<file path="config.mk">
export PLATFORM = sky130hd
export DESIGN_NAME = memwb_stage
export DESIGN_NICKNAME = d
export VERILOG_FILES = /design/src/rtl/memwb_stage.sv
export SDC_FILE = /design/constraint.sdc
export NUM_CORES = 1
export LEC_CHECK = 0
export CAP_MARGIN = 20
export CORE_UTILIZATION = 37
export CTS_CLUSTER_SIZE = 8
export DETAILED_ROUTE_END_ITERATION = 10
export GPL_TIMING_DRIVEN = 0
export MAX_ROUTING_LAYER = met4
export PLACE_DENSITY = 0.67
export SYNTH_ARGS = -nofsm -noshare
export SYNTH_HDL_FRONTEND = slang
export SYNTH_SLANG_ARGS = --single-unit
</file>
<file path="constraint.sdc">
create_clock -name clk -period 2.1 [get_ports clk]
set_input_delay 0.42 -clock clk [delete_from_list [all_inputs] [get_ports clk]]
set_output_delay 0.42 -clock clk [all_outputs]
set_load 0.01 [all_outputs]
</file>
<file path="src/rtl/memwb_stage.sv">
// MEM/WB pipeline stage: load alignment/extension, misalign detection, retired-write counter.
// Latency 1 cycle accept->wb_valid; 2-entry skid buffer keeps mem_ready a pure register output.
module memwb_stage #(
  parameter int XLEN   = 32,
  parameter int REG_AW = 5,
  parameter int CNT_W  = 32
) (
  input  logic                      clk,
  input  logic                      reset,
  input  logic                      mem_valid,
  output logic                      mem_ready,
  input  logic [XLEN-1:0]           mem_rd_data,
  input  logic [XLEN-1:0]           mem_load_data,
  input  logic [$clog2(XLEN/8)-1:0] mem_addr_lsb,
  input  logic [2:0]                mem_funct3,
  input  logic [REG_AW-1:0]         mem_write_addr,
  input  logic                      mem_regwrite,
  input  logic                      mem_memtoreg,
  input  logic                      flush,
  output logic                      wb_valid,
  input  logic                      wb_ready,
  output logic [XLEN-1:0]           wb_write_data,
  output logic [REG_AW-1:0]         wb_write_addr,
  output logic                      wb_regwrite,
  output logic                      wb_misalign,
  output logic [CNT_W-1:0]          wb_retired
);

  logic [2:0]        w_off;
  logic [XLEN-1:0]   w_shift;
  logic [XLEN-1:0]   w_ext;
  logic [XLEN-1:0]   w_data;
  logic              w_mis_raw;
  logic              w_mis;
  logic              w_we;
  logic              w_acc;
  logic              w_xfer;

  logic              r_wb_valid;
  logic [XLEN-1:0]   r_out_data;
  logic [REG_AW-1:0] r_out_addr;
  logic              r_out_we;
  logic              r_out_mis;
  logic              r_skid_valid;
  logic [XLEN-1:0]   r_skid_data;
  logic [REG_AW-1:0] r_skid_addr;
  logic              r_skid_we;
  logic              r_skid_mis;
  logic [CNT_W-1:0]  r_retired;

  always_comb begin
    w_off     = 3'(mem_addr_lsb);
    w_shift   = mem_load_data >> {mem_addr_lsb, 3'b000};
    w_ext     = '0;
    w_mis_raw = 1'b0;
    case (mem_funct3)
      3'd0: w_ext = XLEN'($signed(w_shift[7:0]));
      3'd1: w_ext = XLEN'($signed(w_shift[15:0]));
      3'd2: w_ext = XLEN'($signed(w_shift[31:0]));
      3'd3: w_ext = (XLEN == 64) ? w_shift : XLEN'($signed(w_shift[31:0]));
      3'd4: w_ext = XLEN'(w_shift[7:0]);
      3'd5: w_ext = XLEN'(w_shift[15:0]);
      3'd6: w_ext = XLEN'(w_shift[31:0]);
      default: w_ext = mem_load_data;
    endcase
    // LD on a 32-bit datapath is a word access, so only two offset bits matter
    case (mem_funct3)
      3'd1, 3'd5: w_mis_raw = w_off[0];
      3'd2, 3'd6: w_mis_raw = (w_off[1:0] != 2'd0);
      3'd3:       w_mis_raw = (XLEN == 64) ? (w_off != 3'd0) : (w_off[1:0] != 2'd0);
      default:    w_mis_raw = 1'b0;
    endcase
    w_mis  = mem_memtoreg & w_mis_raw;
    w_data = mem_memtoreg ? w_ext : mem_rd_data;
    w_we   = mem_regwrite & ~w_mis;
  end

  assign w_acc  = mem_valid & mem_ready;
  assign w_xfer = r_wb_valid & wb_ready;

  always_ff @(posedge clk or negedge reset) begin
    if (!reset) begin
      r_wb_valid   <= 1'b0;
      r_out_data   <= '0;
      r_out_addr   <= '0;
      r_out_we     <= 1'b0;
      r_out_mis    <= 1'b0;
      r_skid_valid <= 1'b0;
      r_skid_data  <= '0;
      r_skid_addr  <= '0;
      r_skid_we    <= 1'b0;
      r_skid_mis   <= 1'b0;
    end else if (flush) begin
      r_wb_valid   <= 1'b0;
      r_skid_valid <= 1'b0;
    end else if (!r_wb_valid || w_xfer) begin
      if (r_skid_valid) begin
        r_wb_valid   <= 1'b1;
        r_out_data   <= r_skid_data;
        r_out_addr   <= r_skid_addr;
        r_out_we     <= r_skid_we;
        r_out_mis    <= r_skid_mis;
        r_skid_valid <= 1'b0;
      end else begin
        r_wb_valid <= w_acc;
        if (w_acc) begin
          r_out_data <= w_data;
          r_out_addr <= mem_write_addr;
          r_out_we   <= w_we;
          r_out_mis  <= w_mis;
        end
      end
    end else if (w_acc) begin
      r_skid_valid <= 1'b1;
      r_skid_data  <= w_data;
      r_skid_addr  <= mem_write_addr;
      r_skid_we    <= w_we;
      r_skid_mis   <= w_mis;
    end
  end

  // A transfer in the flush cycle still retires its write
  always_ff @(posedge clk or negedge reset) begin
    if (!reset) begin
      r_retired <= '0;
    end else if (w_xfer && r_out_we) begin
      r_retired <= r_retired + CNT_W'(1);
    end
  end

  assign mem_ready     = ~r_skid_valid;
  assign wb_valid      = r_wb_valid;
  assign wb_write_data = r_out_data;
  assign wb_write_addr = r_out_addr;
  assign wb_regwrite   = r_wb_valid & r_out_we;
  assign wb_misalign   = r_out_mis;
  assign wb_retired    = r_retired;

endmodule

</file>
-- Yosys cells after proc, flatten, opt, wreduce, memory -nomap -nowiden
Index checks and enable logic that the tools add are counted.
- logic and storage cells: 57
- register bits: 112
- output and inout bits: 73
- shifts and indexed selects: 1
- add/sub/neg operators: 1
- equality and inequality tests: 6
- bitwise logic cells: 9
- multiplexer cells: 17
- reduce and logical (&&, ||, !) cells: 12
- operator list (cell ; number):
    one-hot mux 32 bit (5 select lines) ; 1
    two-way mux 32 bit ; 3
    adder 32 x 1 -> 32 bit (second input constant) ; 1
    >> shifter 32 x 5 -> 32 bit ; 1
    two-way mux 1 bit ; 10
    two-way mux 5 bit ; 2
    equality test 3 bit (second input constant) ; 3
    equality test 3 x 2 -> 1 bit (second input constant) ; 2
    AND reduction 3 bit ; 2
    nonzero test 2 bit ; 3
    AND 1 bit ; 5
    inverter 1 bit ; 4
    equality test 3 x 1 -> 1 bit (second input constant) ; 1
    logical NOT 3 bit ; 1
    nonzero test 3 bit ; 1
    OR reduction 3 bit ; 1
    one-hot mux 1 bit (2 select lines) ; 1
    OR reduction 2 bit ; 1
    logical AND 1 bit ; 1
    logical NOT 1 bit ; 1
    logical OR 1 bit ; 1

-- Logic depth before layout (Yosys ltp)
Gate-level depths: netlist of run 1.
- depth after elaboration: 8
- depth in mapped cells: 9
- depth with buffers taken out: 7

-- Worst setup path before layout of run 1
Ideal clock, no wire load.
- path type: input-to-reg
- from: input mem_funct3[1]
- to: register r_skid_data[26]
- path slack: 121 ps
- library setup time: 92 ps
- cell stages on the path: 8
- data arrival time: 1886 ps
- path buffers: 2
- required time: 2008 ps
- cell sequence: buf_4 or4b_4 o22a_1 o21ai_2 or2_1 buf_6 a21oi_2 o31ai_2
- word-level cells in the longest chain between the ends: 4
- elaborated cells on any way between the ends: 10
- those cells by class: eq/ne: 6; mux: 2; reduce/logical: 2
- ends and longest elaborated chain (item ; RTL line ; RTL):
    start: declaration ; 15 ; input logic [2:0] mem_funct3,
    equality test 3 x 2 -> 1 bit or equality test 3 bit (tied branches) ; 56 ; case (mem_funct3)
    OR reduction 3 bit (no source line) ; - ;
    one-hot mux 32 bit (5 select lines) (*) ; 56 ;
    two-way mux 32 bit (*) ; 74 ; w_data = mem_memtoreg ? w_ext : mem_rd_data;
    end signal: assignment ; 115 ; r_skid_data <= w_data;
    end: declaration ; 45 ; logic [XLEN-1:0] r_skid_data;
Mark *: on every way between the ends. The rest lies on a longest branch, timed or not.
A chain may end at the register's enable or synchronous reset.

-- Final worst setup path of run 1
- from: input wb_ready
- to: register r_retired[26] (netlist: wb_retired[26])
- word-level cells in the longest chain between the ends: 2
- ends and longest elaborated chain (item ; RTL line ; RTL):
    start: declaration ; 21 ; input logic wb_ready,
    AND 1 bit ; 79 ; assign w_xfer = r_wb_valid & wb_ready;
    logical AND 1 bit ; 126 ; end else if (w_xfer && r_out_we) begin
    end signal: assignment ; 127 ; r_retired <= r_retired + CNT_W'(1);
    end: declaration ; 49 ; logic [CNT_W-1:0] r_retired;
Every way passes these cells.

==> out/summary.md, run 1 <==
The run gives 2800 sq um as the area taken by flip-flops and latches. For the count of routing violations after the opening detailed-route iteration, the log shows 362. The worst setup path is launched from a primary input. The reg-to-reg critical path endpoint was wb_retired[26]$_DFFE_PN0P_.

After detailed routing, the average wire length per cell comes to 18.1 um. The die span in y was 128 um; the clock latency of the later-clocked register in the worst-skew pair was 0.36 ns. Path type of the worst min-delay path: in -> async. The tools report the vias after detailed routing as 5384.

In this run the standard cell core region covers 15400 sq um. The run gives 3.45 nW as the cell leakage power. For the post-placement cell area, the log shows 7700 sq um. The cell at the slowest stage of the critical path is sky130_fd_sc_hd__clkdlybuf4s50_1. Data on the critical path is required at its endpoint by 2.38 ns. After the last flow step, the layout net total stands at 863. The run gives 5369 as the via count of the first global-routing pass.

The initial utilization of the core area, before any placement, comes to 38.4%. After synthesis the cells add up to 5900 sq um. Counting the buffers created by CTS gives 9. The count of H-tree levels built during CTS was 3; the layout cell share with drive strength beyond 1 was 12.6%.

By startpoint and endpoint, the worst setup path is classified as in -> reg. Of the synthesized area, sequential elements account for 47.5%. For this run, design rule violations remaining after detail routing come to 0. The run finished with clean final reports. The worst register-to-register path has a setup slack of 0.10 ns. TritonCTS built the clock tree.

Static timing analysis puts the maximum clock frequency at 0.490 GHz. The tools report the area occupied by multi-input gates as 2950 sq um. The share of synthesized registers carrying an async set or reset is 100%, and the critical-path maximum fanout is 5.

The logs give 0 for the max-slew violation count and 112 for the CTS sink count. From synthesis to final layout, the design area changed by 37.9%. Flip-flop cell with the highest count after synthesis: sky130_fd_sc_hd__dfrtp_1. For the finished layout, the period the worst path requires is 2.04 ns. The CTS clock-pin slew for the worst setup and hold paths is 0.07 ns. The arrival time of data at the critical path endpoint was 2.32 ns. For this block, the routed nets add up to 18100 um of wire. The logs give 52 for the number of distinct standard cells referenced by the synthesized netlist and 1436 for the layout filler cell count. At the end of routability-driven placement, the weighted congestion stood at 0.910. The die covers 16400 sq um.

Post-detailed-route count of antenna-violating nets: 0. The count of inserted antenna diode cells was 0. The run gives 0.0102 ns as the final clock skew. The tools report the number of failing hold endpoints at the final stage as 0. The tree is rooted in a sky130_fd_sc_hd__clkbuf_16.

The tools report the relative slew slack as 48.5%. Dividing the synthesized area by the synthesized cell count gives 9.53 sq um. Setup repair after global routing could not meet its margin everywhere.

The number of antenna violations at the first check in global routing came out at 0. The total overflow left after global routing is 0. The number of enable flip-flop cells after synthesis came out at 0. The tools report the pin count of the biggest net entering global routing as 66. For the pin with the worst max-slew slack, the measured transition is 0.773 ns. The number of search-and-repair iterations in the first detailed-routing pass is 5, and the global-route total usage across every layer is 23.7%. The signal on the critical path passes through clkdlybuf4s50_1, nand3_1, or2_4, or4_4, nor2_1, xor2_1.

Input and output buffers added on the ports amount to 151. For the worst flop-to-flop path, the logic depth is 7. Detailed placement ended at an HPWL of 13900 um. The highest cell delay on the worst timing path is 0.57 ns. The tools report the max-cap violation count as 0. The floorplan has 45 rows. Pin placement for this block handled 154 I/O pins.

The total power divided by cell area is 742 nW/um^2. Launching point of the worst reg2reg path: wb_retired[12]$_DFFE_PN0P_. The count of endpoints failing setup in the final report is 0. In this run the horizontal extent of the chip is 128 um.

Counting along the longest clock path gives a buffer depth of 2. In the synthesized netlist, the number of instances is 619. The worst path uses 97.1% of the clock period. Dividing the detail-routed via count by the number of cells gives 5.40. The flip-flop and latch count after synthesis is 112, and the cell area after layout is 8130 sq um. The net count after synthesis is 701, and the peak supply drop is 0.446 mV. STA classifies the critical path endpoint as a register. The first global-routing pass estimated 28700 um of wire. The design draws 6.04 mW. Yosys printed 0 warnings.
==> metrics by stage <==
stage / cells / hold slack, ns / TNS [ns] / setup slack, ns / util, %
after global placement: 981 / 0.453 / -452.75 / -3.62 / 49.9
after detailed placement: 982 / 0.465 / -50.71 / -0.898 / 50.1
after floorplan: 619 / 0.124 / 0 / 0.121 / -
final: 997 / 0.0875 / 0 / 0.0601 / 52.9
after CTS: 998 / 0.105 / 0 / 0.00573 / 52.5
after global routing: 997 / 0.137 / -0.133 / -0.0352 / 52.9
==> flip-flops by register name, indices dropped and copies added (netlist names) <==
name and cells:
r_out_we 1, r_skid_addr 5, r_skid_data 32, r_skid_mis 1
r_skid_valid 1, r_skid_we 1, wb_misalign 1, wb_retired 32
wb_valid 1, wb_write_addr 5, wb_write_data 32
==> cells in the final DEF (no fill, tap or decap), types with 6 or more instances in the layout <==
cell and n:
sky130_fd_sc_hd__or3_1 16, sky130_fd_sc_hd__nand4_1 7, sky130_fd_sc_hd__clkbuf_2 9, sky130_fd_sc_hd__o221a_1 7
sky130_fd_sc_hd__clkdlybuf4s50_1 146, sky130_fd_sc_hd__nor2_1 45, sky130_fd_sc_hd__nand2_1 75, sky130_fd_sc_hd__and2_1 7
sky130_fd_sc_hd__mux2i_1 18, sky130_fd_sc_hd__o21ai_1 7, sky130_fd_sc_hd__xor2_1 6, sky130_fd_sc_hd__a21oi_2 8
sky130_fd_sc_hd__clkbuf_16 9, sky130_fd_sc_hd__o21ai_0 60, sky130_fd_sc_hd__o221ai_1 7, sky130_fd_sc_hd__nand3_1 16
sky130_fd_sc_hd__and3_1 12, sky130_fd_sc_hd__mux2_2 16, sky130_fd_sc_hd__o31ai_2 9, sky130_fd_sc_hd__a21oi_1 26
sky130_fd_sc_hd__dfrtp_1 112, sky130_fd_sc_hd__o32ai_1 7, sky130_fd_sc_hd__a2bb2oi_1 7, sky130_fd_sc_hd__inv_1 17
sky130_fd_sc_hd__clkbuf_1 14, sky130_fd_sc_hd__xnor2_1 25, sky130_fd_sc_hd__o22ai_1 9, sky130_fd_sc_hd__o31ai_1 8
sky130_fd_sc_hd__buf_2 6
==> synth_stat cells (7+ instances only) <==
library cell                number  area share (%)
sky130_fd_sc_hd__a21oi_2         8             1.2
sky130_fd_sc_hd__and3_1         13             1.4
sky130_fd_sc_hd__nand2_1        77             4.9
sky130_fd_sc_hd__o221a_1         7             1.3
sky130_fd_sc_hd__nand4_1         7            0.74
sky130_fd_sc_hd__o221ai_1        7             1.0
sky130_fd_sc_hd__clkbuf_1       27             1.7
sky130_fd_sc_hd__nor2_1         49             3.1
sky130_fd_sc_hd__a21oi_1        26             2.2
sky130_fd_sc_hd__o22ai_1         9            0.95
sky130_fd_sc_hd__o31ai_2         8             1.7
sky130_fd_sc_hd__inv_1          17             1.1
sky130_fd_sc_hd__nand3_1        17             1.4
sky130_fd_sc_hd__mux2i_1        21             3.6
sky130_fd_sc_hd__or3_1          17             1.8
sky130_fd_sc_hd__o21ai_1         7            0.59
sky130_fd_sc_hd__o32ai_1         7             1.0
sky130_fd_sc_hd__o21ai_0        60             5.1
sky130_fd_sc_hd__o31ai_1         9             1.1
sky130_fd_sc_hd__dfrtp_1       112              48
sky130_fd_sc_hd__mux2_2         16             3.1
sky130_fd_sc_hd__a2bb2oi_1       7             1.0
sky130_fd_sc_hd__and2_1          7            0.74
sky130_fd_sc_hd__xnor2_1        25             3.7
==> worst max-delay path by stage <==
stage	from	to	slack, ns	depth (start not counted)
2_1_floorplan	mem_funct3[1]	r_skid_data[26]$_DFFE_PN0P_	0.12	8
3_3_place_gp	reset	wb_write_data[26]$_DFFE_PN0P_	-3.62	1
3_5_place_dp	wb_ready	wb_write_data[4]$_DFFE_PN0P_	-0.90	7
4_1_cts	r_skid_valid$_DFFE_PN0P_	wb_write_data[28]$_DFFE_PN0P_	0.006	6
5_1_grt	wb_ready	wb_retired[26]$_DFFE_PN0P_	-0.04	6
6_report	wb_ready	wb_retired[26]$_DFFE_PN0P_	0.06	6
==> layout make-up <==
cell class	instances	area share, %
plain buffers	35	2.26
clock buffers	13	3.32
clock inverters	3	0.569
inverters	18	0.831
multi-input cells	451	36.3
flip-flops and latches	112	34.5
well taps	211	3.25
repair buffers	154	19.0
==> where the power goes <==
part / internal (mW) / leakage [nW] / switching [mW]
Sequential: 2.50 / 1.43 / 0.213
Combinational: 0.773 / 1.86 / 0.709
Clock: 1.03 / 0.152 / 0.809
==> logic make-up (layout without fill, tap and decap cells) <==
family	Yosys count	count (layout)	share of synthesized area, %
flops	112	112	47.5
simple gates	207	207	16.8
mux	37	37	6.62
compound gates	175	175	20.2
fa+ha+maj	1	1	0.212
buf+inv	56	223	4.10
xor+xnor	31	31	4.60
==> routing by layer <==
metal | routed length [um] | vias to the layer above | GRT usage [%]
li1 | - | 2527 | -
met1 | 7910 | 2620 | 30.4
met2 | 8600 | 205 | 37.4
met3 | 1040 | 32 | 3.92
met4 | 530 | 0 | 9.41
met5 | 0 | - | -
==> worst max-delay path: cells and delay by family <==
family	cells	cell delay, ns
AND/OR/NAND/NOR	4	1.17
buffers and inverters	1	0.57
XOR/XNOR	1	0.16
==> timing repair <==
| action | in CTS | in global routing |
|---|---|---|
| pin swaps | 5 | 0 |
| setup buffers | 2 | 0 |
| hold buffers | 0 | 0 |
| endpoints found under the setup margin | 73 | 70 |
| resized for setup | 24 | 23 |
Power figures use the tool's default switching activity.
==> run 2, diff against run 1 <==
==> constraint.sdc (replaced) <==
create_clock -name clk -period 2 [get_ports clk]
set_input_delay 0.4 -clock clk [delete_from_list [all_inputs] [get_ports clk]]
set_output_delay 0.4 -clock clk [all_outputs]
set_load 0.02 [all_outputs]
==> out/summary.md, run 2 (synthesis gave the netlist of run 1 again) <==
The run finished with clean final reports. The logs give 0 for the number of failing hold endpoints at the final stage and 112 for the CTS sink count. Largest buffer count on any clock path: 2. The worst hold-check slack is 0.183 ns.

The run gives 0.35 ns as the clock latency of the later-clocked register in the worst-skew pair. STA classifies the critical path endpoint as a register. The die covers 16400 sq um.

Relative slew slack: 40.0%. Setup repair after global routing could not meet its margin everywhere. The logs give 982 for the placed instance count and 0 for the DRC violation count after routing. In the layout the commonest cells are 142 x sky130_fd_sc_hd__clkdlybuf4s50_1, 111 x sky130_fd_sc_hd__dfrtp_1, 77 x sky130_fd_sc_hd__nand2_1.

The logs give 36.8% for the met2 global-route usage and 2.27 ns for the data required time of the critical path. For the count of H-tree levels built during CTS, the log shows 3. Startpoint type of the worst setup path: a register. The placeable core area is 15400 sq um. The pin slew with the least headroom to its limit came out at 0.901 ns. Summing all non-filler instances in the final layout gives an area of 8300 sq um.

The global-route wire length before repair was 28900 um. Once the floorplan was initialized, standard cells occupied 38.4% of the core. The peak supply drop was 0.388 mV; the met1 track demand over resource in global routing was 31.4%. Setup violations remaining at the end of the flow were counted as 0.

The number of search-and-repair iterations in the first detailed-routing pass is 5, and the die span in y is 128 um. The HPWL after detailed placement is 13900 um. The pin count of the biggest net entering global routing was 69; the layout filler cell count was 1404. Summed over all cells, the static leakage comes to 3.56 nW.

The tools report the global placer's final weighted congestion as 0.917. The global-route total usage across every layer is 23.5%. The aggregate routed wire length came out at 18200 um. Master cell of the clock root buffer: sky130_fd_sc_hd__clkbuf_16. In this run the cell area measured after placement is 7700 sq um.

The reg-to-reg critical path endpoint was wb_retired[30]$_DFFE_PN0P_. From synthesis to final layout, the design area changed by 40.7%. The via count of the first global-routing pass was 5420; the critical-path maximum fanout was 5.

The clock period could shrink to 1.99 ns. In this run the most used layer during global routing was met2. In this run the horizontal extent of the chip is 128 um. The count of routing violations after the opening detailed-route iteration is 344. The run gives 0 as the number of buffers inserted by hold repair at cts. In the final layout, the share of cells above drive strength 1 is 16.2%.

In this run the power density over the cells is 760 nW/um^2. The repair_antennas step left the layout with diodes totalling 0. In this run the critical register-to-register path is launched from wb_retired[12]$_DFFE_PN0P_. During I/O placement, the number of pins put on the boundary was 154. The ratio of final minimum period to clock period is 99.4%.

The number of cells on the worst reg-to-reg path is 7. Global routing used 3.38% of the available met3 tracks. The vias after detailed routing was 5463; the number of vias per cell was 5.41.

The tools report the number of antenna violations at the first check in global routing as 0. The path type of the worst min-delay path was in -> async. The run gives 0 as the max-slew violation count. Before CTS, the worst setup slack after placement is -0.947 ns. The number of core rows was 45; the max-cap violation count was 0.

The critical path in this run is classified as reg -> reg. Counting the buffers created by CTS gives 9. For this run, the top clock speed supported by timing is 0.503 GHz. The final setup slack of the worst path is 0.0119 ns, and the per-cell routed wire length is 18.0 um. The clock arrives with 0.00972 ns of skew. In this run the tool buffered the top-level ports with 151 buffer cells.

The detail route stage leaves a number of antenna-violating nets equal to 0. The CTS clock-pin slew for the worst setup and hold paths works out to 0.08 ns. TritonCTS built the clock tree. STA puts the critical path data arrival time at 2.26 ns.

For the net count reported at finish, the log shows 875. The count of cells in the finished layout, fillers not included, comes to 1009. The library cell used most frequently in the layout, excluding fill and tap cells, is sky130_fd_sc_hd__clkdlybuf4s50_1.

Summed over all layers, the global routing overflow is 0. For the register-to-register setup slack, the log shows 0.01 ns.
run 2: routing by layer:
layer  share of wire (%)  vias up
met5                   0        -
met3                 6.5       20
li1                    -     2560
met2                  48      207
met1                  44     2676
met4                 1.9        0
run 2: final cells by class:
cell class / instances / area (sq um) / area share, %
buffer: 35 / 201 / 2.43
clock buffer: 12 / 256 / 3.09
clock inverter: 4 / 27.5 / 0.332
inverter: 18 / 67.6 / 0.814
multi-input combinational: 451 / 3040 / 36.6
sequential: 112 / 2800 / 33.8
tap: 211 / 264 / 3.18
timing repair buffer: 166 / 1640 / 19.7
run 2: worst max path at each step:
stage | slack, ns | end | start | depth (start not counted)
final | 0.01 | wb_retired[30]$_DFFE_PN0P_ | wb_retired[12]$_DFFE_PN0P_ | 7
after global placement | -4.15 | wb_valid$_DFFE_PN0N_ | reset | 1
after global routing | -0.07 | wb_retired[17]$_DFFE_PN0P_ | wb_retired[2]$_DFFE_PN0P_ | 5
after CTS | -0.01 | wb_retired[31]$_DFFE_PN0P_ | wb_retired[4]$_DFFE_PN0P_ | 6
after detailed placement | -0.95 | wb_write_data[4]$_DFFE_PN0P_ | wb_ready | 7
after floorplan | 0.03 | wb_retired[31]$_DFFE_PN0P_ | wb_retired[4]$_DFFE_PN0P_ | 6
run 2: timing repair:
action,4_1_cts,5_1_grt
endpoints found under the setup margin,83,72
gates resized for setup,34,51
buffers inserted,1,13
pin swaps,3,18
hold endpoints to repair,0,0
run 2: critical path, stage by stage, from the launching register on:
cell                      delay [ns]
sky130_fd_sc_hd__dfrtp_1        0.41
sky130_fd_sc_hd__and3_4         0.20
sky130_fd_sc_hd__buf_6          0.10
sky130_fd_sc_hd__and4_4         0.24
sky130_fd_sc_hd__nand3_4        0.08
sky130_fd_sc_hd__or4_4          0.61
sky130_fd_sc_hd__nor2_4         0.12
sky130_fd_sc_hd__xor2_1         0.15
run 2: power by group:
part,switching (mW),total (mW),internal (mW)
Clock,0.821,1.74,0.918
Combinational,0.888,1.72,0.828
Sequential,0.223,2.85,2.63
run 2: metrics by stage:
step,total power [mW],util (%),TNS [ns]
finish,6.31,54.0,0
global route,6.63,54.0,-0.254
CTS,6.34,52.5,-0.0101
detailed placement,4.57,50.1,-59.17
global placement,4.50,49.9,-474.03
floorplan,3.72,-,0
==> run 3, diff against run 2 <==
- CELL_PAD_IN_SITES_DETAIL_PLACEMENT: default -> 1
- CELL_PAD_IN_SITES_GLOBAL_PLACEMENT: default -> 1
- PLACE_DENSITY: 0.67 -> 0.85
- SKIP_CTS_REPAIR_TIMING: default -> 1
==> out/summary.md, run 3 (synthesis gave the netlist of run 1 again) <==
0 antenna diodes ended up in the layout. For the max-slew violation count, the log shows 0. Detailed placement finished with a half-perimeter wire length of 15900 um.

CTS built an H-tree with a depth of 3. TritonCTS created 9 clock buffers. The number of buffers and inverters on the critical path is 0.

The CTS clock-pin slew for the worst setup and hold paths was 0.07 ns; the arrival time of data at the critical path endpoint was 2.30 ns. For this run, the post-layout net count is 878. Net switching is 30.5% of the power. At the pin with the least slew margin, the transition time is 0.921 ns. The largest single stage delay on the critical path is 0.59 ns. The area overhead of the layout relative to synthesis works out to 41.9%.

In the routed design, unresolved DRC markers number 0. Derived from the worst setup path, the maximum achievable clock frequency is 0.483 GHz. The kind of cell with the highest combined delay along the critical path is simple AND/OR/NAND/NOR gates. The largest buffer count on any clock path is 2. Setup repair after global routing could not meet its margin everywhere. For the global placer's final weighted congestion, the log shows 0.923. The die covers 16400 sq um. The logs give 29.3% for the clock group share of total power and 4.56 mW for the internal power of the cells.

The master cell of the clock root buffer is sky130_fd_sc_hd__clkbuf_16. The smallest clock period supported by the final layout is computed as 2.07 ns. 154 I/O pins were placed. Post-detailed-route count of antenna-violating nets: 0. The count of endpoints failing setup in the final report was 3. The number of search-and-repair iterations in the first detailed-routing pass is 4. The detailed router finished its first iteration with 332 violations.

The critical-path maximum fanout works out to 4. For this configuration, the core starts out at a cell density of 38.4%. The post-placement cell area is 7690 sq um. The signal on the critical path passes through ha_1, nand3_2, or2_4, nor3_1, nand3_1, xnor2_1. After detailed placement, the design holds a cell count of 982. In the final routed layout, each cell accounts on average for 21.4 um. Summed over all layers, the routed wires come to 21600 um. The analysis attributes to cell leakage a power of 3.59 nW. Global routing used 27.1% of the available tracks.

The critical path in this run is classified as reg -> reg. The startpoint type of the worst setup path was a register. Cell at the slowest stage of the critical path: sky130_fd_sc_hd__nor3_1. For the via count of the first global-routing pass, the log shows 5999. The library cell used most frequently in the layout, excluding fill and tap cells, is sky130_fd_sc_hd__clkdlybuf4s50_1. The path type of the worst min-delay path is in -> async. For the worst-skew pair, the clock arrives at the later sink with an insertion delay of 0.36 ns. The number of failing hold endpoints at the final stage is 0. At the end of the flow the core is filled with cells to 54.4%. Summed over all layers, the global routing overflow is 0. In the layout the commonest cells are 143 x sky130_fd_sc_hd__clkdlybuf4s50_1, 110 x sky130_fd_sc_hd__dfrtp_1, 75 x sky130_fd_sc_hd__nand2_1. The tools report the nature of the critical path endpoint as a register.

The layout cell share with drive strength beyond 1 works out to 16.5%. The count of buffers added on input and output ports is 151. The number of antenna violations at the first check in global routing is 0, and the data required time of the critical path is 2.23 ns. The global-route wire length before repair came out at 32600 um. The finished layout holds 1010 standard cells, fillers aside. The number of vias per cell came out at 5.58. The checks that failed: negative setup slack. The tools report the cell area after layout as 8370 sq um. The flow ran to the end, but the final reports show violations. Final hold analysis gives a worst-case slack of 0.175 ns.

For the final database, setup skew stands at 0.00615 ns. The tree built by TritonCTS fans out to 112 sinks. The run gives -0.0703 ns as the final setup slack of the worst path. Summing over every cut layer, the via total after detailed routing is 5632.

For the number of core rows, the log shows 45. Measured along the y axis, the die boundary spans 128 um. The part of the total power dissipated in combinational logic came out at 27.0%. The run gives 0.470 mV as the peak supply drop. The max-cap violation count came out at 0.

TritonCTS built the clock tree. The run gives 38.6% as the relative slew slack. In this run the standard cell core region covers 15400 sq um. The logs give 6.57 mW for the overall power consumption and 69 for the pin count of the biggest net entering global routing. Summed over all nets, the switching power comes to 2.01 mW. The die is 128 um wide. The ratio of final minimum period to clock period works out to 104%. The total power divided by cell area was 785 nW/um^2; the power share of the sequential group was 43.7%.
[run 3: path summary, 6_finish.rpt]
path                                                   from                      endpoint  slack (ns)  depth (start not counted)
min in group clk                                   wb_ready     wb_retired[2]$_DFFE_PN0P_        0.45                          3
max in group asynchronous                             reset          wb_valid$_DFFE_PN0N_        1.06                          2
worst max register to register    wb_retired[0]$_DFFE_PN0P_    wb_retired[16]$_DFFE_PN0P_       -0.07                          6
worst max-delay path              wb_retired[0]$_DFFE_PN0P_    wb_retired[16]$_DFFE_PN0P_       -0.07                          6
worst min-delay path                                  reset  wb_write_addr[2]$_DFFE_PN0P_        0.18                          1
worst min register to register  r_skid_data[21]$_DFFE_PN0P_   r_skid_data[21]$_DFFE_PN0P_        0.48                          2
[run 3: layer usage]
| metal | vias up | GRT usage, % | wire [um] |
|---|---|---|---|
| met3 | 22 | 3.38 | 940 |
| li1 | 2566 | - | - |
| met2 | 172 | 45.6 | 11100 |
| met1 | 2872 | 33.5 | 9250 |
| met5 | - | - | 0 |
| met4 | 0 | 9.55 | 326 |
[run 3: metrics by stage]
step	setup WS (ns)	setup TNS (ns)
after floorplan	0.0261	0
after detailed placement	-1.03	-65.65
after global placement	-4.14	-476.62
after CTS	-0.644	-31.37
final	-0.0703	-0.117
after global routing	-0.151	-0.467
[run 3: cell type report]
class                   instances  area, sq um
inverters                      18         67.6
well taps                     211          264
flip-flops and latches        112         2810
multi-input cells             451         3070
plain buffers                  36          199
repair buffers                168         1660
clock buffers                  11          233
fillers                      1725         7000
clock inverters                 3         68.8
[run 3: worst register-to-register path, stage by stage (launching register included)]
cell and delay [ns]:
sky130_fd_sc_hd__dfrtp_1 0.42, sky130_fd_sc_hd__ha_1 0.19, sky130_fd_sc_hd__nand3_2 0.09, sky130_fd_sc_hd__or2_4 0.28, sky130_fd_sc_hd__nor3_1 0.59, sky130_fd_sc_hd__nand3_1 0.21
sky130_fd_sc_hd__xnor2_1 0.17
[run 3: power by group through the flow]
stage / clock, mW / combinational [mW] / sequential, mW
global placement: 0 / 1.62 / 2.88
finish: 1.93 / 1.77 / 2.87
detailed placement: 0 / 1.69 / 2.91
CTS: 1.96 / 1.70 / 2.87
global route: 2.05 / 1.90 / 2.91
floorplan: 0 / 0.666 / 3.05
